## config.mk

```make
export PLATFORM = sky130hd
export DESIGN_NAME = branch_sequencer_flat
export DESIGN_NICKNAME = d
export VERILOG_FILES = /design/src/rtl/branch_sequencer_if.sv /design/src/rtl/branch_sequencer.sv /design/src/flat_wrapper.sv
export SDC_FILE = /design/constraint.sdc
export NUM_CORES = 1
export LEC_CHECK = 0
export CORE_MARGIN = 1
export CORE_UTILIZATION = 30
export DETAILED_ROUTE_END_ITERATION = 7
export GPL_TIMING_DRIVEN = 1
export SYNTH_ARGS = -nofsm -noshare
export SYNTH_HDL_FRONTEND = slang
export SYNTH_SLANG_ARGS = --single-unit
export TNS_END_PERCENT = 1
```

## constraint.sdc

```tcl
create_clock -name clk -period 8.5 [get_ports clk]
set_input_delay 1.275 -clock clk [delete_from_list [all_inputs] [get_ports clk]]
set_output_delay 1.275 -clock clk [all_outputs]
set_load 0.05 [all_outputs]
```

## src/rtl/branch_sequencer_if.sv

```systemverilog
// Request/result bundle between decode/register-read and the branch sequencer.
// master drives requests and consumes results; slave is the sequencer.
interface branch_sequencer_if #(
  parameter int XLEN = 32
);
  logic            req_valid;
  logic            req_ready;
  logic            branch;
  logic [2:0]      funct3;
  logic [XLEN-1:0] pc;
  logic [XLEN-1:0] imm;
  logic [XLEN-1:0] rs1_data;
  logic [XLEN-1:0] rs2_data;
  logic [XLEN-1:0] pc_out;
  logic            pc_valid;
  logic            taken;
  logic            illegal;
  logic            flush;
  logic            busy;

  modport master (
    output req_valid, branch, funct3, pc, imm, rs1_data, rs2_data,
    input  req_ready, pc_out, pc_valid, taken, illegal, flush, busy
  );

  modport slave (
    input  req_valid, branch, funct3, pc, imm, rs1_data, rs2_data,
    output req_ready, pc_out, pc_valid, taken, illegal, flush, busy
  );
endinterface

```

## src/rtl/branch_sequencer.sv

```systemverilog
// Multi-cycle RV32I conditional-branch resolver: IDLE -> EVAL -> RESOLVE [-> FLUSH].
// Optional taken/not-taken statistics counters are enabled by defining BRANCH_STATS_EN.
module branch_sequencer #(
  parameter int XLEN         = 32,
  parameter int FLUSH_CYCLES = 2
) (
  input  logic                clk,
  input  logic                reset,
  branch_sequencer_if.slave   bus
`ifdef BRANCH_STATS_EN
  ,
  output logic [31:0]         taken_count,
  output logic [31:0]         not_taken_count
`endif
);

  typedef enum logic [1:0] {IDLE, EVAL, RESOLVE, FLUSH} state_t;

  localparam logic [3:0] FLUSH_LOAD = 4'(FLUSH_CYCLES);

  state_t          state, state_nxt;
  logic [3:0]      flush_cnt;

  logic            r_branch;
  logic [2:0]      r_funct3;
  logic [XLEN-1:0] r_pc, r_imm, r_rs1, r_rs2;

  logic            res_taken, res_illegal;
  logic [XLEN-1:0] res_pc;

  logic            cond, f3_illegal, misaligned, eval_taken, eval_illegal;
  logic [XLEN-1:0] target, fallthrough;

  // State register and flush down-counter
  always_ff @(posedge clk) begin
    if (reset) begin
      state     <= IDLE;
      flush_cnt <= '0;
    end else begin
      state <= state_nxt;
      if (state == RESOLVE && state_nxt == FLUSH)
        flush_cnt <= FLUSH_LOAD;
      else if (state == FLUSH)
        flush_cnt <= flush_cnt - 4'd1;
    end
  end

  always_comb begin
    // NOTE: default assignment first so no path through the case leaves state_nxt unassigned (no latch).
    state_nxt = state;
    unique case (state)
      IDLE:    if (bus.req_valid) state_nxt = EVAL;
      EVAL:    state_nxt = RESOLVE;
      RESOLVE: state_nxt = (res_taken && FLUSH_CYCLES > 0) ? FLUSH : IDLE;
      FLUSH:   if (flush_cnt <= 4'd1) state_nxt = IDLE;
      default: state_nxt = IDLE;
    endcase
  end

  // NOTE: operand/result registers carry no reset; they are only observed after being loaded.
  always_ff @(posedge clk) begin
    if (state == IDLE && bus.req_valid) begin
      r_branch <= bus.branch;
      r_funct3 <= bus.funct3;
      r_pc     <= bus.pc;
      r_imm    <= bus.imm;
      r_rs1    <= bus.rs1_data;
      r_rs2    <= bus.rs2_data;
    end
    if (state == EVAL) begin
      res_taken   <= eval_taken;
      res_illegal <= eval_illegal;
      res_pc      <= eval_taken ? target : fallthrough;
    end
  end

  // Condition evaluation on the registered operands
  always_comb begin
    cond       = 1'b0;
    f3_illegal = 1'b0;
    unique case (r_funct3)
      3'b000:  cond = (r_rs1 == r_rs2);
      3'b001:  cond = (r_rs1 != r_rs2);
      3'b100:  cond = ($signed(r_rs1) <  $signed(r_rs2));
      3'b101:  cond = ($signed(r_rs1) >= $signed(r_rs2));
      3'b110:  cond = (r_rs1 <  r_rs2);
      3'b111:  cond = (r_rs1 >= r_rs2);
      default: f3_illegal = 1'b1;
    endcase
  end

  assign target       = r_pc + r_imm;
  assign fallthrough  = r_pc + XLEN'(4);
  assign misaligned   = r_branch && cond && (target[1:0] != 2'b00);
  assign eval_illegal = r_branch && (f3_illegal || misaligned);
  assign eval_taken   = r_branch && cond && !eval_illegal;

  // Outputs: result fields are zero outside the RESOLVE strobe
  assign bus.req_ready = (state == IDLE) && !reset;
  assign bus.busy      = (state != IDLE);
  assign bus.pc_valid  = (state == RESOLVE);
  assign bus.pc_out    = bus.pc_valid ? res_pc : '0;
  assign bus.taken     = bus.pc_valid && res_taken;
  assign bus.illegal   = bus.pc_valid && res_illegal;
  assign bus.flush     = (state == FLUSH);

`ifdef BRANCH_STATS_EN
  // Saturating counters over legal conditional branches only
  always_ff @(posedge clk) begin
    if (reset) begin
      taken_count     <= '0;
      not_taken_count <= '0;
    end else if (state == RESOLVE && r_branch && !res_illegal) begin
      if (res_taken) begin
        if (taken_count != 32'hFFFF_FFFF) taken_count <= taken_count + 32'd1;
      end else begin
        if (not_taken_count != 32'hFFFF_FFFF) not_taken_count <= not_taken_count + 32'd1;
      end
    end
  end
`endif

endmodule

```

## src/flat_wrapper.sv

```systemverilog
// flat-port wrapper written by rule: the top's interface ports become plain ports
module branch_sequencer_flat 
#(
  parameter int XLEN         = 32,
  parameter int FLUSH_CYCLES = 2
)
  (clk, reset, bus_req_valid, bus_branch, bus_funct3, bus_pc, bus_imm, bus_rs1_data, bus_rs2_data, bus_req_ready, bus_pc_out, bus_pc_valid, bus_taken, bus_illegal, bus_flush, bus_busy);
  branch_sequencer_if #(.XLEN(XLEN)) bus_i ();
  input  logic clk;
  input  logic reset;
  input wire logic [$bits(bus_i.req_valid)-1:0] bus_req_valid;
  input wire logic [$bits(bus_i.branch)-1:0] bus_branch;
  input wire logic [$bits(bus_i.funct3)-1:0] bus_funct3;
  input wire logic [$bits(bus_i.pc)-1:0] bus_pc;
  input wire logic [$bits(bus_i.imm)-1:0] bus_imm;
  input wire logic [$bits(bus_i.rs1_data)-1:0] bus_rs1_data;
  input wire logic [$bits(bus_i.rs2_data)-1:0] bus_rs2_data;
  output wire logic [$bits(bus_i.req_ready)-1:0] bus_req_ready;
  output wire logic [$bits(bus_i.pc_out)-1:0] bus_pc_out;
  output wire logic [$bits(bus_i.pc_valid)-1:0] bus_pc_valid;
  output wire logic [$bits(bus_i.taken)-1:0] bus_taken;
  output wire logic [$bits(bus_i.illegal)-1:0] bus_illegal;
  output wire logic [$bits(bus_i.flush)-1:0] bus_flush;
  output wire logic [$bits(bus_i.busy)-1:0] bus_busy;
  assign bus_i.req_valid = bus_req_valid;
  assign bus_i.branch = bus_branch;
  assign bus_i.funct3 = bus_funct3;
  assign bus_i.pc = bus_pc;
  assign bus_i.imm = bus_imm;
  assign bus_i.rs1_data = bus_rs1_data;
  assign bus_i.rs2_data = bus_rs2_data;
  assign bus_req_ready = bus_i.req_ready;
  assign bus_pc_out = bus_i.pc_out;
  assign bus_pc_valid = bus_i.pc_valid;
  assign bus_taken = bus_i.taken;
  assign bus_illegal = bus_i.illegal;
  assign bus_flush = bus_i.flush;
  assign bus_busy = bus_i.busy;
  branch_sequencer #(.XLEN(XLEN), .FLUSH_CYCLES(FLUSH_CYCLES)) u_core (.clk(clk), .reset(reset), .bus(bus_i));
endmodule
```

==> results of run 1 <==
[final timing paths]
path	from	endpoint	slack, ns	depth (start not counted)
worst max-delay path	u_core.state[1]	bus_taken	4.33	5
worst max register to register	u_core.r_rs1[15]	u_core.res_pc[9]	4.92	11
worst min register to register	u_core.flush_cnt[3]	u_core.flush_cnt[3]	0.54	2
worst min-delay path	u_core.flush_cnt[3]	u_core.flush_cnt[3]	0.54	2
[where the power goes]
group	total, W	internal, W	leakage (nW)	switching (W)
combinational	0.000388	0.000182	2.37	0.000206
sequential	0.00104	0.00101	1.63	0.0000288
clock	0.000774	0.000396	0.292	0.000378
total	0.00220	0.00159	4.28	0.000612
[layer usage]
metal	vias to the layer above	wire (microns)	global-route usage, %
met5	-	78	0
met4	12	210	3.69
met3	28	1350	5.04
met2	166	8750	21.0
met1	2690	8630	16.2
li1	3004	-	-
[stage by stage]
stage | instances | hold slack, ns
6_report | 1303 | 0.536
5_1_grt | 1298 | 0.562
2_1_floorplan | 719 | 0.477
4_1_cts | 1298 | 0.534
3_3_place_gp | 1266 | 0.507
3_5_place_dp | 1266 | 0.521
[sequential cells by signal (all words and copies together) (netlist names)]
signal / cells
u_core.r_imm: 32
u_core.r_pc: 32
u_core.r_rs1: 32
u_core.r_rs2: 32
u_core.res_pc: 32
u_core.flush_cnt: 4
u_core.r_funct3: 3
u_core.state: 2
u_core.r_branch: 1
u_core.res_illegal: 1
u_core.res_taken: 1
[synth_stat cells, types with 10 or more instances]
cell	number	area, sq um
nor2_1	43	161
xor2_1	15	131
a21o_1	14	105
and2_1	35	219
nand2_1	44	165
nand3_1	18	90.1
nand4_1	14	87.6
ha_1	66	826
and3_1	10	62.6
edfxtp_1	166	4980
xnor2_1	44	385
a21oi_1	56	280
o21ai_0	33	165
inv_1	55	206
[critical path, stage by stage, from the launching register on]
cell	delay, ns
dfxtp_1	0.41
inv_1	0.08
nor2_2	0.78
nand2_1	0.26
inv_1	0.13
clkdlybuf4s50_1	0.80
[logic make-up (layout without fill, tap and decap cells)]
family                   count (synthesis)  count (layout)
AO/OA/AOI/OAI                          148             148
adder cells (fa/ha/maj)                 67              67
multiplexers                             7               7
other                                    0               5
buffers and inverters                   67             262
XOR/XNOR                                59              59
flip-flops                             172             172
AND/OR/NAND/NOR                        199             199
[final cells by class]
type | instances | area, sq um
antenna | 5 | 12.5
clock buffer | 17 | 425
clock inverter | 15 | 173
fill | 2723 | 17100
inverter | 55 | 206
multi-input combinational | 480 | 3420
sequential | 172 | 5100
tap | 384 | 480
timing repair buffer | 175 | 1740
==> impl_metrics.env, run 1 <==
export IMPL_grt_max_degree=79
export IMPL_setup_tns_ns=0
export IMPL_dpl_cell_area_sq_um=11000
export IMPL_wl_microns=19000
export IMPL_netlist_area_sq_um=8760
export IMPL_final_cell_mix="clkdlybuf4s50_1, edfxtp_1, ha_1, a21oi_1, inv_1"
export IMPL_synth_edf_count=166
export IMPL_clkSinkCount=172
export IMPL_power_w=0.00220
export IMPL_final_core_util_pct=40.3
export IMPL_fin_skew_ns=0.0223
export IMPL_core_area_sq_um=28700
export IMPL_arrival_ns=2.90
export IMPL_post_drt_wl_per_cell_microns=14.6
export IMPL_post_cts_buffers=0
export IMPL_syn_num_nets=921
export IMPL_final_common_cell="clkdlybuf4s50_1"
export IMPL_synth_compound_area_share_pct=10.6
export IMPL_hold_viol=0
export IMPL_synth_avg_cell_area_sq_um=12.2
export IMPL_ctsResizeCount=0
export IMPL_dpl_worst_slack_ns=4.53
export IMPL_final_max_slew_viol_count=0
export IMPL_period_minus_slack_ns=4.17
export IMPL_timing_final_ws_setup_ns=4.33
export IMPL_yosys_warnings=0
export IMPL_powerDensity_nw_per_um2=190
export IMPL_cts_root_buffer="clkbuf_16"
export IMPL_clk_pin_slew_worst_paths_ns=0.07
export IMPL_worst_skew_pair_late_latency_ns=0.44
export IMPL_ctsLongestPathBuffers=2
export IMPL_start_util_pct=30.5
export IMPL_final_area_sq_um=11600
export IMPL_required_ns=7.22
export IMPL_ys_seq_area_share_pct=58.2
export IMPL_post_route_period_util_pct=49.1
export IMPL_hold_class="flop to flop"
export IMPL_cts_buffers=17
export IMPL_vias=5900
export IMPL_rsz0062_at_grt="no"
export IMPL_routed_via_density=4.53
export IMPL_crit_path_max_fanout=35
export IMPL_io_pins=173
export IMPL_area_growth_pct=31.9
export IMPL_p_leak_nw=4.28
export IMPL_setup_violations=0
export IMPL_nets=1103
export IMPL_synth_xor_area_share_pct=5.90
export IMPL_irDropWorstVdd_uv=117
export IMPL_synth_cells=719
export IMPL_cts_tree="built"
export IMPL_grt_remaining_overflow=0
export IMPL_synthMuxAreaShare_pct=0.842
export IMPL_critPathLaunchType="flop"
export IMPL_worstMarginPinSlew_ns=0.997
export IMPL_htree_num_levels=4
export IMPL_drc=0
export IMPL_maxCapViolCount=0
export IMPL_std_cell_rows=62
export IMPL_async_flop_share_pct=0
export IMPL_grt_antenna_before_repair=11
export IMPL_dpl_hpwl_microns=14500
export IMPL_place_congestion=0.824
export IMPL_synth_top_flop_cell="edfxtp_1"
export IMPL_grt_usage_pct=13.0
export IMPL_antenna_left=0
export IMPL_max_freq_ghz=0.240
export IMPL_ys_types=57
export IMPL_die_area_sq_um=29900
export IMPL_postCtsHoldBufs=0
export IMPL_synthSimpleGateAreaFrac_pct=11.7
export IMPL_drtPass1Iterations=5
export IMPL_numPortBuffers=172
export IMPL_die_h_microns=173
export IMPL_status="completed"
export IMPL_grt_pass1_wl_microns=30200
export IMPL_synth_top_family_by_area="simple AND/OR/NAND/NOR gates"
export IMPL_yosys_register_bits=172
export IMPL_fp_dieW_microns=173
export IMPL_synthAdderAreaFrac_pct=9.65
export IMPL_grt_pass1_vias=5912
export IMPL_drive_gt1_share_pct=5.69
export IMPL_drt_iter0_drc=308
export IMPL_relSlewSlack_pct=33.4
export IMPL_end_kind="primary output"
export IMPL_crit_type="flop to primary output"
(Power assumes the default switching activity.)
==> inputs of run 2 (changes only) <==
==> constraint.sdc (replaced) <==
create_clock -name clk -period 4.3 [get_ports clk]
set_input_delay 0.645 -clock clk [delete_from_list [all_inputs] [get_ports clk]]
set_output_delay 0.645 -clock clk [all_outputs]
set_load 0.05 [all_outputs]
==> run 2 against run 1 <==
  * Worst hold slack worse by 0.00089 ns
  * Die area unchanged
  * Via count shrank 0.39%
  * Sequential cell count unchanged
  * Routed wire length rose by 1.6%
  * Power rose by 100%
  * Sequential power is 97% higher
  * Final cell count unchanged
  * Worst setup slack got worse by 3.6 ns
  * Critical path depth increased by 5
  * First-iteration DRC count increased by 1.9%
  * Largest cell class unchanged
==> impl_metrics.env, run 2 (synthesis gave the netlist of run 1 again) <==
export IMPL_cts_tree="built"
export IMPL_grt_antenna_before_repair=5
export IMPL_ctsResizeCount=0
export IMPL_cts_buffers=17
export IMPL_post_drt_wl_per_cell_microns=14.8
export IMPL_irDropWorstVdd_uv=227
export IMPL_clkSinkCount=172
export IMPL_htree_num_levels=4
export IMPL_fin_skew_ns=0.0142
export IMPL_area_growth_pct=32.1
export IMPL_final_max_slew_viol_count=0
export IMPL_relSlewSlack_pct=37.2
export IMPL_io_pins=173
export IMPL_hold_class="flop to flop"
export IMPL_critPathLaunchType="flop"
export IMPL_timing_final_ws_setup_ns=0.700
export IMPL_start_util_pct=30.5
export IMPL_die_area_sq_um=29900
export IMPL_nFillCells=2764
export IMPL_end_kind="flop"
export IMPL_drtPass1Iterations=6
export IMPL_final_common_cell="clkdlybuf4s50_1"
export IMPL_grt_pass1_vias=5933
export IMPL_maxCapViolCount=0
export IMPL_powerDensity_nw_per_um2=381
export IMPL_globalRouteMet2Util_pct=21.0
export IMPL_setup_violations=0
export IMPL_place_congestion=0.820
export IMPL_arrival_ns=3.86
export IMPL_core_area_sq_um=28700
export IMPL_nets=1106
export IMPL_grt_remaining_overflow=0
export IMPL_std_cell_rows=62
export IMPL_top_usage_layer="met2"
export IMPL_post_route_period_util_pct=83.7
export IMPL_wl_microns=19300
export IMPL_rsz0062_at_grt="no"
export IMPL_post_cts_buffers=0
export IMPL_crit_path_max_fanout=28
export IMPL_numPortBuffers=172
export IMPL_period_minus_slack_ns=3.60
export IMPL_drc=0
export IMPL_worst_skew_pair_late_latency_ns=0.43
export IMPL_dpl_hpwl_microns=14500
export IMPL_postCtsHoldBufs=0
export IMPL_hold_viol=0
export IMPL_max_freq_ghz=0.278
export IMPL_dpl_worst_slack_ns=0.739
export IMPL_cts_root_buffer="clkbuf_16"
export IMPL_crit_type="flop to flop"
export IMPL_regArea_sq_um=5100
export IMPL_met3_usage_pct=3.83
export IMPL_grt_usage_pct=13.1
export IMPL_clk_pin_slew_worst_paths_ns=0.08
export IMPL_drt_iter0_drc=314
export IMPL_antenna_left=0
export IMPL_worstMarginPinSlew_ns=0.940
export IMPL_die_h_microns=173
export IMPL_p_leak_nw=4.30
export IMPL_required_ns=4.57
export IMPL_drive_gt1_share_pct=5.78
export IMPL_fp_dieW_microns=173
export IMPL_setup_tns_ns=0
export IMPL_ctsLongestPathBuffers=2
export IMPL_status="completed"
export IMPL_final_core_util_pct=40.3
export IMPL_multi_input_area_sq_um=3420
export IMPL_final_cell_mix="clkdlybuf4s50_1, edfxtp_1, ha_1, a21oi_1, inv_1"
export IMPL_grt_max_degree=134
export IMPL_vias=5877
export IMPL_routed_via_density=4.51
export IMPL_grt_util_met1_pct=17.1
export IMPL_grt_pass1_wl_microns=30400
[run 2: cell types whose count changed in the layout (fill, tap and decap cells not counted), sizes merged]
cell / delta
clkinv: -2
diode: -3
buf: +3
bufinv: +2
clkinvlp: +1
inv: -1
[run 2: final cells by class]
cell class,count,share of cell area [%]
antenna,2,0.0432
clock buffer,17,3.67
clock inverter,15,1.42
inverter,55,1.78
multi-input combinational,480,29.5
sequential,172,44.1
tap,384,4.15
timing repair buffer,178,15.4
[run 2: worst paths after layout]
check	from	endpoint	slack, ns	cells past startpoint
worst max-delay path	u_core.r_rs1[15]	u_core.res_pc[9]	0.70	10
worst min-delay path	u_core.flush_cnt[3]	u_core.flush_cnt[3]	0.53	2
worst max register to register	u_core.r_rs1[15]	u_core.res_pc[9]	0.70	10
worst min register to register	u_core.flush_cnt[3]	u_core.flush_cnt[3]	0.53	2
[run 2: metal layers]
layer,vias up,wire length (microns),share of wire [%]
li1,3007,-,-
met5,-,38,0.20
met3,22,1130,5.8
met4,6,248,1.3
met2,173,8820,46
met1,2669,9070,47
[run 2: where the power goes]
part	total [W]	switching (W)	internal (W)
sequential	0.00205	0.0000563	0.00199
combinational	0.000781	0.000417	0.000364
clock	0.00158	0.000710	0.000870
[run 2: per-stage QoR]
step,hold slack [ns],instance area (sq um),power (W),cells
3_3_place_gp,0.509,11000,0.00286,1269
5_1_grt,0.567,11600,0.00461,1301
2_1_floorplan,0.477,8770,0.00257,719
4_1_cts,0.540,11600,0.00447,1301
3_5_place_dp,0.521,11000,0.00287,1269
6_report,0.535,11600,0.00441,1303
[run 2: critical path, stage by stage, from the launching register on]
cell       delay, ns
edfxtp_1        0.37
ha_1            0.33
nand4_1         0.21
a2111oi_2       0.42
a2111oi_2       0.12
o311ai_2        0.33
mux2i_1         0.23
o2111ai_1       0.23
nor2_4          0.62
or4b_1          0.48
o21ai_0         0.09
==> inputs of run 3 (changes only) <==
==> constraint.sdc (replaced) <==
create_clock -name clk -period 3.7 [get_ports clk]
set_input_delay 0.555 -clock clk [delete_from_list [all_inputs] [get_ports clk]]
set_output_delay 0.555 -clock clk [all_outputs]
set_load 0.05 [all_outputs]
==> run 3 against run 2 <==
  * Fmax grew 8.2%
  * Worst setup slack lost 0.33 ns
  * Sequential cell count is the same
  * Largest power group unchanged
==> impl_metrics.env, run 3 (synthesis gave the netlist of run 1 again) <==
export IMPL_status="completed"
export IMPL_wl_microns=18700
export IMPL_grt_remaining_overflow=0
export IMPL_timing_final_ws_setup_ns=0.373
export IMPL_crit_path_max_fanout=36
export IMPL_routed_via_density=4.46
export IMPL_layoutNonFillerInstCount=1303
export IMPL_dp_cells=1267
export IMPL_worstMarginPinSlew_ns=0.949
export IMPL_numPortBuffers=172
export IMPL_hold_class="flop to flop"
export IMPL_irDropWorstVdd_uv=309
export IMPL_required_ns=3.87
export IMPL_cp_slowest_cell="a2111oi_2"
export IMPL_top_usage_layer="met2"
export IMPL_regArea_sq_um=5100
export IMPL_relSlewSlack_pct=36.6
export IMPL_max_freq_ghz=0.301
export IMPL_multi_input_area_sq_um=3420
export IMPL_post_cts_buffers=0
export IMPL_area_growth_pct=32.2
export IMPL_cts_tree="built"
export IMPL_reg2reg_depth=10
export IMPL_dpl_worst_slack_ns=0.441
export IMPL_ctsLongestPathBuffers=2
export IMPL_drtPass1Iterations=7
export IMPL_r2r_start="u_core.r_rs1[15]"
export IMPL_nets=1104
export IMPL_reg2reg_to="u_core.res_pc[27]"
export IMPL_grt_antenna_before_repair=9
export IMPL_setup_tns_ns=0
export IMPL_hold_viol=0
export IMPL_grt_max_degree=134
export IMPL_io_pins=173
export IMPL_grt_pass1_vias=5968
export IMPL_post_route_period_util_pct=89.9
export IMPL_final_cell_mix="clkdlybuf4s50_1, edfxtp_1, ha_1, a21oi_1, inv_1"
export IMPL_critPathCapture="u_core.res_pc[27]"
export IMPL_powerDensity_nw_per_um2=437
export IMPL_antenna_left=0
export IMPL_hold_path_startpoint="u_core.flush_cnt[3]"
export IMPL_p_leak_nw=4.30
export IMPL_dpl_hpwl_microns=14200
export IMPL_path_cells="ha_1 > nand4_1 > a2111oi_2 > a2111oi_2 > o311ai_2 > mux2i_1 > o2111ai_1 > nor2_4 > buf_12 > mux2_2"
export IMPL_met3_usage_pct=4.99
export IMPL_clkSinkCount=172
export IMPL_rsz0062_at_grt="no"
export IMPL_final_max_slew_viol_count=0
export IMPL_critPathLaunchType="flop"
export IMPL_drive_gt1_share_pct=5.79
export IMPL_start_util_pct=30.5
export IMPL_vias=5805
export IMPL_final_common_cell="clkdlybuf4s50_1"
export IMPL_grt_usage_pct=13.0
export IMPL_r2r_slack_ns=0.37
export IMPL_grt_util_met1_pct=15.9
export IMPL_place_congestion=0.836
export IMPL_core_area_sq_um=28700
export IMPL_grt_pass1_wl_microns=30300
export IMPL_nFillCells=2767
export IMPL_drt_iter0_drc=314
export IMPL_die_h_microns=173
export IMPL_cts_buffers=17
export IMPL_globalRouteMet2Util_pct=21.2
export IMPL_worst_skew_pair_late_latency_ns=0.43
export IMPL_setup_violations=0
export IMPL_maxCapViolCount=0
export IMPL_fin_skew_ns=0.0248
export IMPL_arrival_ns=3.50
export IMPL_post_drt_wl_per_cell_microns=14.4
export IMPL_cts_root_buffer="clkbuf_16"
export IMPL_std_cell_rows=62
export IMPL_drc=0
export IMPL_end_kind="flop"
export IMPL_htree_num_levels=4
export IMPL_dpl_cell_area_sq_um=11000
export IMPL_clk_pin_slew_worst_paths_ns=0.08
export IMPL_fp_dieW_microns=173
export IMPL_final_area_sq_um=11600
export IMPL_slowest_delay_ns=0.41
export IMPL_crit_type="flop to flop"
export IMPL_die_area_sq_um=29900
export IMPL_crit_path_frequent_cell="a2111oi_2"
export IMPL_worstSetupStartpoint="u_core.r_rs1[15]"
export IMPL_final_core_util_pct=40.4
export IMPL_period_minus_slack_ns=3.33
export IMPL_ctsResizeCount=0
export IMPL_postCtsHoldBufs=0
## run 3: cell count changes in the layout (fill, tap and decap cells not counted), sizes merged
cell | before | now
inv | 61 | 64
buf | 6 | 4
bufinv | 2 | 0
diode | 2 | 4
clkinvlp | 1 | 0
## run 3: per-stage QoR
step           hold WS (ns)  total power, W
2_1_floorplan         0.477         0.00299
4_1_cts               0.538         0.00514
3_3_place_gp          0.506         0.00332
3_5_place_dp          0.517         0.00333
6_report              0.530         0.00506
5_1_grt               0.588         0.00531
## run 3: per-layer routing
| metal | part of all wire, % | up-vias |
|---|---|---|
| met3 | 7.1 | 24 |
| met2 | 46 | 152 |
| met4 | 1.5 | 8 |
| met1 | 46 | 2614 |
| met5 | 0.31 | - |
| li1 | - | 3007 |
## run 3: report_power, final
part | switching (W) | total, W | internal, W
sequential | 0.0000664 | 0.00238 | 0.00231
clock | 0.000865 | 0.00178 | 0.000914
combinational | 0.000479 | 0.000902 | 0.000423
total | 0.00141 | 0.00506 | 0.00365
## run 3: critical path, delay by kind of cell, from the launching register on
kind,cells,cell delay [ns]
muxes,2,0.60
AOI/OAI and AO/OA,4,1.09
buffers and inverters,1,0.21
DFF,1,0.37
and+or+nand+nor,2,0.46
adders and majority gates,1,0.33
## run 3: cell type report
cell class              count  share of cell area, %
diodes                      4                 0.0864
clock buffers              17                   3.67
clock inverters            15                   1.45
inverters                  55                   1.78
multi-input cells         480                   29.5
flip-flops and latches    172                   44.1
well taps                 384                   4.15
repair buffers            176                   15.3
## run 3: worst min-delay path by stage
stage | cells past startpoint | end
3_5_place_dp | 2 | u_core.flush_cnt[3]
5_1_grt | 2 | u_core.state[1]
2_1_floorplan | 2 | u_core.state[1]
4_1_cts | 2 | u_core.flush_cnt[3]
6_report | 2 | u_core.flush_cnt[3]
3_3_place_gp | 2 | u_core.flush_cnt[3]
